### config.mk
export PLATFORM = sky130hd
export DESIGN_NAME = fetch_stage_flat
export DESIGN_NICKNAME = d
export VERILOG_FILES = /design/src/rtl/fetch_stage_if.sv /design/src/rtl/fetch_stage.sv /design/src/flat_wrapper.sv
export SDC_FILE = /design/constraint.sdc
export NUM_CORES = 1
export LEC_CHECK = 0
export CORE_MARGIN = 5
export CORE_UTILIZATION = 52
export DETAILED_ROUTE_END_ITERATION = 8
export PLACE_DENSITY = 0.9
export SYNTH_ARGS = -nofsm -noshare
export SYNTH_HDL_FRONTEND = slang
export SYNTH_SLANG_ARGS = --single-unit
### constraint.sdc
create_clock -name clock -period 7.1 [get_ports clock]
set_clock_uncertainty 0.2 [all_clocks]
set_input_delay 1.42 -clock clock [delete_from_list [all_inputs] [get_ports clock]]
set_output_delay 1.42 -clock clock [all_outputs]
set_load 0.005 [all_outputs]
### src/rtl/fetch_stage_if.sv
// IF-stage bundle: IF/ID register outputs, Decode redirect inputs, hazard stall,
// and the instruction-memory read port. master = fetch stage, slave = its surroundings.
interface fetch_stage_if;
  logic [31:0] if_id_instruc;
  logic [31:0] if_id_nextpc;
  logic        id_if_selpcsource;
  logic [1:0]  id_if_selpctype;
  logic [31:0] id_if_pcimd2ext;
  logic [31:0] id_if_pcindex;
  logic [31:0] id_if_rega;
  logic        hz_if_stall;
  logic        if_mc_req;
  logic [31:0] if_mc_addr;
  logic [31:0] mc_if_rdata;
  logic        mc_if_ready;

  modport master (
    output if_id_instruc, if_id_nextpc, if_mc_req, if_mc_addr,
    input  id_if_selpcsource, id_if_selpctype, id_if_pcimd2ext, id_if_pcindex,
           id_if_rega, hz_if_stall, mc_if_rdata, mc_if_ready
  );

  modport slave (
    input  if_id_instruc, if_id_nextpc, if_mc_req, if_mc_addr,
    output id_if_selpcsource, id_if_selpctype, id_if_pcimd2ext, id_if_pcindex,
           id_if_rega, hz_if_stall, mc_if_rdata, mc_if_ready
  );
endinterface

### src/rtl/fetch_stage.sv
// Instruction fetch: PC, memory read handshake and IF/ID register with one delay slot.
// One word per cycle at zero wait states; memory waits insert NOP bubbles, hazard stall holds.
module fetch_stage #(
  parameter logic [31:0] RESET_PC = 32'h0000_0000,
  parameter logic [31:0] NOP_WORD = 32'h0000_0000
) (
  input logic           clock,
  input logic           reset,
  fetch_stage_if.master bus
);

  typedef enum logic [1:0] {
    S_BOOT,
    S_FETCH,
    S_HOLD
  } state_t;

  state_t      state, state_nxt;
  logic [31:0] pc;
  logic [31:0] if_id_instruc_q;
  logic [31:0] if_id_nextpc_q;
  logic        pend_v;
  logic [31:0] pend_tgt;
  logic [31:0] held;

  logic [31:0] tgt_raw;
  logic [31:0] tgt;
  logic        redir_act;
  logic [31:0] pc_plus4;
  logic [31:0] pc_next;

  logic        req;
  logic        advance;
  logic [31:0] adv_word;
  logic        capture_hold;
  logic        bubble;

  always_comb begin
    tgt_raw = bus.id_if_pcimd2ext;
    case (bus.id_if_selpctype)
      2'b01:   tgt_raw = bus.id_if_pcindex;
      2'b10:   tgt_raw = bus.id_if_rega;
      default: tgt_raw = bus.id_if_pcimd2ext;
    endcase
  end

  assign tgt       = tgt_raw & ~32'h0000_0003;
  assign redir_act = bus.id_if_selpcsource && (bus.id_if_selpctype != 2'b11);
  assign pc_plus4  = pc + 32'd4;
  // A live redirect beats an older pending one; both skip the sequential PC.
  assign pc_next   = redir_act ? tgt : (pend_v ? pend_tgt : pc_plus4);

  always_comb begin
    state_nxt    = state;
    req          = 1'b0;
    advance      = 1'b0;
    adv_word     = bus.mc_if_rdata;
    capture_hold = 1'b0;
    bubble       = 1'b0;
    case (state)
      S_BOOT: begin
        state_nxt = S_FETCH;
      end
      S_FETCH: begin
        req = 1'b1;
        if (bus.mc_if_ready && !bus.hz_if_stall) begin
          advance = 1'b1;
        end else if (bus.mc_if_ready) begin
          capture_hold = 1'b1;
          state_nxt    = S_HOLD;
        end else if (!bus.hz_if_stall) begin
          bubble = 1'b1;
        end
      end
      S_HOLD: begin
        adv_word = held;
        if (!bus.hz_if_stall) begin
          advance   = 1'b1;
          state_nxt = S_FETCH;
        end
      end
      default: begin
        state_nxt = S_BOOT;
      end
    endcase
  end

  always_ff @(posedge clock or negedge reset) begin
    if (!reset) begin
      state <= S_BOOT;
    end else begin
      state <= state_nxt;
    end
  end

  always_ff @(posedge clock or negedge reset) begin
    if (!reset) begin
      pc              <= RESET_PC;
      if_id_instruc_q <= NOP_WORD;
      if_id_nextpc_q  <= 32'h0;
      pend_v          <= 1'b0;
      pend_tgt        <= 32'h0;
      held            <= 32'h0;
    end else begin
      if (advance) begin
        if_id_instruc_q <= adv_word;
        if_id_nextpc_q  <= pc_plus4;
        pc              <= pc_next;
        pend_v          <= 1'b0;
      end else begin
        if (bubble) begin
          if_id_instruc_q <= NOP_WORD;
        end
        // Redirect arrived while the delay slot is still outstanding: remember it.
        if (redir_act) begin
          pend_v   <= 1'b1;
          pend_tgt <= tgt;
        end
      end
      if (capture_hold) begin
        held <= bus.mc_if_rdata;
      end
    end
  end

  assign bus.if_mc_req     = req;
  assign bus.if_mc_addr    = pc;
  assign bus.if_id_instruc = if_id_instruc_q;
  assign bus.if_id_nextpc  = if_id_nextpc_q;

endmodule

### src/flat_wrapper.sv
// flat-port wrapper written by rule: the top's interface ports become plain ports
module fetch_stage_flat 
#(
  parameter logic [31:0] RESET_PC = 32'h0000_0000,
  parameter logic [31:0] NOP_WORD = 32'h0000_0000
)
  (clock, reset, bus_if_id_instruc, bus_if_id_nextpc, bus_if_mc_req, bus_if_mc_addr, bus_id_if_selpcsource, bus_id_if_selpctype, bus_id_if_pcimd2ext, bus_id_if_pcindex, bus_id_if_rega, bus_hz_if_stall, bus_mc_if_rdata, bus_mc_if_ready);
  fetch_stage_if bus_i ();
  input logic clock;
  input logic reset;
  output wire logic [$bits(bus_i.if_id_instruc)-1:0] bus_if_id_instruc;
  output wire logic [$bits(bus_i.if_id_nextpc)-1:0] bus_if_id_nextpc;
  output wire logic [$bits(bus_i.if_mc_req)-1:0] bus_if_mc_req;
  output wire logic [$bits(bus_i.if_mc_addr)-1:0] bus_if_mc_addr;
  input wire logic [$bits(bus_i.id_if_selpcsource)-1:0] bus_id_if_selpcsource;
  input wire logic [$bits(bus_i.id_if_selpctype)-1:0] bus_id_if_selpctype;
  input wire logic [$bits(bus_i.id_if_pcimd2ext)-1:0] bus_id_if_pcimd2ext;
  input wire logic [$bits(bus_i.id_if_pcindex)-1:0] bus_id_if_pcindex;
  input wire logic [$bits(bus_i.id_if_rega)-1:0] bus_id_if_rega;
  input wire logic [$bits(bus_i.hz_if_stall)-1:0] bus_hz_if_stall;
  input wire logic [$bits(bus_i.mc_if_rdata)-1:0] bus_mc_if_rdata;
  input wire logic [$bits(bus_i.mc_if_ready)-1:0] bus_mc_if_ready;
  assign bus_if_id_instruc = bus_i.if_id_instruc;
  assign bus_if_id_nextpc = bus_i.if_id_nextpc;
  assign bus_if_mc_req = bus_i.if_mc_req;
  assign bus_if_mc_addr = bus_i.if_mc_addr;
  assign bus_i.id_if_selpcsource = bus_id_if_selpcsource;
  assign bus_i.id_if_selpctype = bus_id_if_selpctype;
  assign bus_i.id_if_pcimd2ext = bus_id_if_pcimd2ext;
  assign bus_i.id_if_pcindex = bus_id_if_pcindex;
  assign bus_i.id_if_rega = bus_id_if_rega;
  assign bus_i.hz_if_stall = bus_hz_if_stall;
  assign bus_i.mc_if_rdata = bus_mc_if_rdata;
  assign bus_i.mc_if_ready = bus_mc_if_ready;
  fetch_stage #(.RESET_PC(RESET_PC), .NOP_WORD(NOP_WORD)) u_core (.clock(clock), .reset(reset), .bus(bus_i));
endmodule
==> impl_metrics.py <==
metrics = {
    "synthesis": {
        "ys_ff_latch": 157,
        "ys_seq_area_share_pct": 48.80,
        "synth_area_leaders": "dfrtp_1 (49%), o21ai_0 (8.4%), mux2_2 (6.4%)",
        "yosysTopAreaCellShare_pct": 48.80,
        "ys_top_cells_by_count": "dfrtp_1 (157), o21ai_0 (135), nand2_1 (119)",
        "yosys_warnings": 0,
        "async_flop_share_pct": 100.0,
        "synthFlopType": "dfrtp_1",
        "syn-mean-instance-area_sq_um": 9.793,
        "postSynthCellCount": 822,
        "synth_area_sq_um": 8050,
        "synth_edf_count": 0,
        "synth.distinct_cells": 64,
        "synth_top_cell_by_area": "dfrtp_1",
        "synth.most_common_cell": "dfrtp_1",
    },
    "route": {
        "wl_mm": 22.17,
        "routed.top_layer": "met4",
        "wl_met1_mm": 8.908,
        "post_drt_wl_per_cell_um": 18.33,
        "drtPass1Iterations": 5,
        "viasPerCell": 5.852,
        "dr_total_vias": 7081,
        "wl_met2_mm": 10.62,
        "antenna_left": 0,
        "wl_met3_mm": 2.061,
        "drc": 0,
        "drt_iter0_drc": 470,
    },
    "clock_network": {
        "cts_post_setup_buffers_inserted": 0,
        "clock_latency_ns": 0.43,
        "clockRootBuffer": "clkbuf_16",
        "htreeDepth": 4,
        "cts_hold_buf": 0,
        "cts-buffers-inserted": 17,
        "post_cts_resized": 0,
        "ctsLongestPathBuffers": 2,
        "cts_sinks": 157,
        "clk_pin_slew_worst_paths_ns": 0.06,
        "cts_tree": "built",
    },
    "sta": {
        "rsz0062_at_grt": "no",
        "final_hold_viol_count": 0,
        "fmax_mhz": 253.3,
        "worstMarginPinSlew_ns": 1.014,
        "setup_viol": 0,
        "setup_tns_ns": 0,
        "post-route-period-util_pct": 55.60,
        "min_period_ns": 3.948,
        "slew_violations": 0,
        "slew_headroom_pct": 32.37,
    },
    "die": {
        "start_util_pct": 52.95,
        "fp-row-count": 45,
        "io_pins": 232,
        "die_w_um": 134.4,
        "die_y_um": 134.4,
        "core_area_sq_um": 15200,
        "die-area_sq_um": 18070,
    },
    "cells_and_area": {
        "syn_to_final_growth_pct": 35.90,
        "nNetsFinal": 1151,
        "final_util_pct": 71.97,
        "multi_input_area_sq_um": 3821,
        "drive_gt1_share_pct": 10.18,
        "fill_cells": 1070,
        "num_antenna_cells": 0,
        "seq_area_sq_um": 3929,
    },
    "global_route": {
        "grt_pass1_wl_mm": 34.76,
        "grt_max_degree": 99,
        "grt.total_usage_pct": 24.32,
        "overflow": 0,
        "grt_pass1_vias": 6837,
        "antenna_found_initial": 0,
    },
    "setup_path": {
        "cp.required_ns": 7.22,
        "crit_path_end_kind": "register",
        "cp_max_fo": 30,
        "slowest_stage": "ha_1",
        "timing.reg2reg.setup_slack_ns": 3.87,
        "crit_chain": "clkdlybuf4s50_1 > inv_1 > ha_1 > a221o_1 > o21ai_0 > o21ai_0 > nor2_1 > a221oi_1",
        "critPathMaxStageDelay_ns": 0.83,
        "critPathKind": "in -> reg",
        "crit_top_cell": "o21ai_0",
        "cp-start-kind": "primary input",
        "critPathArrivalTime_ns": 4.07,
    },
    "placement": {
        "gp_congestion": 0.8373,
        "dp_hpwl_mm": 16.02,
        "portBuffers": 221,
    },
    "run": {
        "drv_cap": 0,
    },
    "pwr": {
        "leakagePower_nw": 4.495,
        "power_density_nw_per_um2": 370.7,
        "ir_drop_v": 0.0002405,
    },
    "worst_hold_path": {
        "hold_path.class": "reg -> reg",
    },
    "outcome": {
        "status": "completed",
    },
}
flip-flops by register name, indices dropped and copies added, names as in the netlist:
| register | flops |
|---|---|
| u_core.bus.if_id_instruc | 32 |
| u_core.held | 32 |
| u_core.bus.if_id_nextpc | 30 |
| u_core.bus.if_mc_addr | 30 |
| u_core.pend_tgt | 30 |
| u_core.state | 2 |
| u_core.pend_v | 1 |
cells in the final DEF (no fill, tap or decap), drive strengths merged, types with 4 or more instances in the layout:
cell type / instances
clkbuf: 22
buf: 12
a21oi: 23
xnor2: 21
and3: 7
conb: 4
o21ai: 138
nand4: 8
nor3: 11
o2bb2ai: 6
nand3: 19
dfrtp: 157
a31oi: 4
or3: 7
a22oi: 16
mux2i: 33
clkdlybuf4s50: 220
mux2: 46
nor2: 30
a221o: 18
nand2: 119
clkinv: 4
inv: 13
ha: 7
nor4: 7
a211oi: 4
xor2: 7
final timing paths:
path	start	endpoint	depth (start not counted)
worst max-delay path	bus_id_if_selpctype[0]	u_core.bus.if_mc_addr[22]	8
max in group asynchronous	reset	u_core.bus.if_mc_addr[26]	2
worst min register to register	u_core.bus.if_id_nextpc[26]	u_core.bus.if_id_nextpc[26]	2
worst min-delay path	u_core.bus.if_id_nextpc[26]	u_core.bus.if_id_nextpc[26]	2
worst max register to register	u_core.pend_v	u_core.bus.if_mc_addr[17]	4
min in group asynchronous	reset	u_core.held[7]	1
through the flow:
stage | instances | setup slack, ns | hold slack [ns] | instance area, sq um | power [W]
after floorplan | 825 | 3.830 | 0.2446 | 8061 | 0.002342
after global placement | 1178 | 2.809 | 0.2573 | 10330 | 0.003053
after detailed placement | 1178 | 2.754 | 0.2687 | 10330 | 0.003132
after CTS | 1210 | 3.184 | 0.2820 | 10940 | 0.004081
after global routing | 1210 | 2.963 | 0.2987 | 10940 | 0.004299
final | 1210 | 3.152 | 0.2762 | 10940 | 0.004056
routing by layer:
metal / global-route usage (%) / up-vias
li1: - / 3330
met1: 29.89 / 3362
met2: 40.11 / 343
met3: 8.102 / 46
met4: 8.824 / 0
met5: 0 / -
power by group:
group / total (W) / switching [W] / internal (W)
logic: 0.00154 / 0.000699 / 0.000844
clock network: 0.000934 / 0.000354 / 0.000580
registers: 0.00158 / 0.000320 / 0.00126
logic make-up after synthesis:
group | Yosys count | synth area share [%]
XOR/XNOR | 28 | 3.046
AND/OR/NAND/NOR | 223 | 13.46
adder cells (fa/ha/maj) | 7 | 1.088
flip-flops | 157 | 48.80
AO/OA/AOI/OAI | 247 | 18.98
multiplexers | 79 | 10.54
buffers and inverters | 80 | 4.041
other | 1 | 0.04658
cell type report:
class / count / area share [%]
clock inverters: 10 / 1.247
flip-flops and latches: 157 / 35.91
well taps: 188 / 2.150
repair buffers: 232 / 20.99
multi-input cells: 588 / 34.93
clock buffers: 22 / 4.334
inverters: 13 / 0.4460
critical path, delay by kind of cell:
| kind | cells | cell delay, ns |
|---|---|---|
| simple gates | 1 | 0.09 |
| compound gates | 4 | 1.13 |
| buf+inv | 2 | 0.60 |
| fa+ha+maj | 1 | 0.83 |
Power figures use the tool's default switching activity.
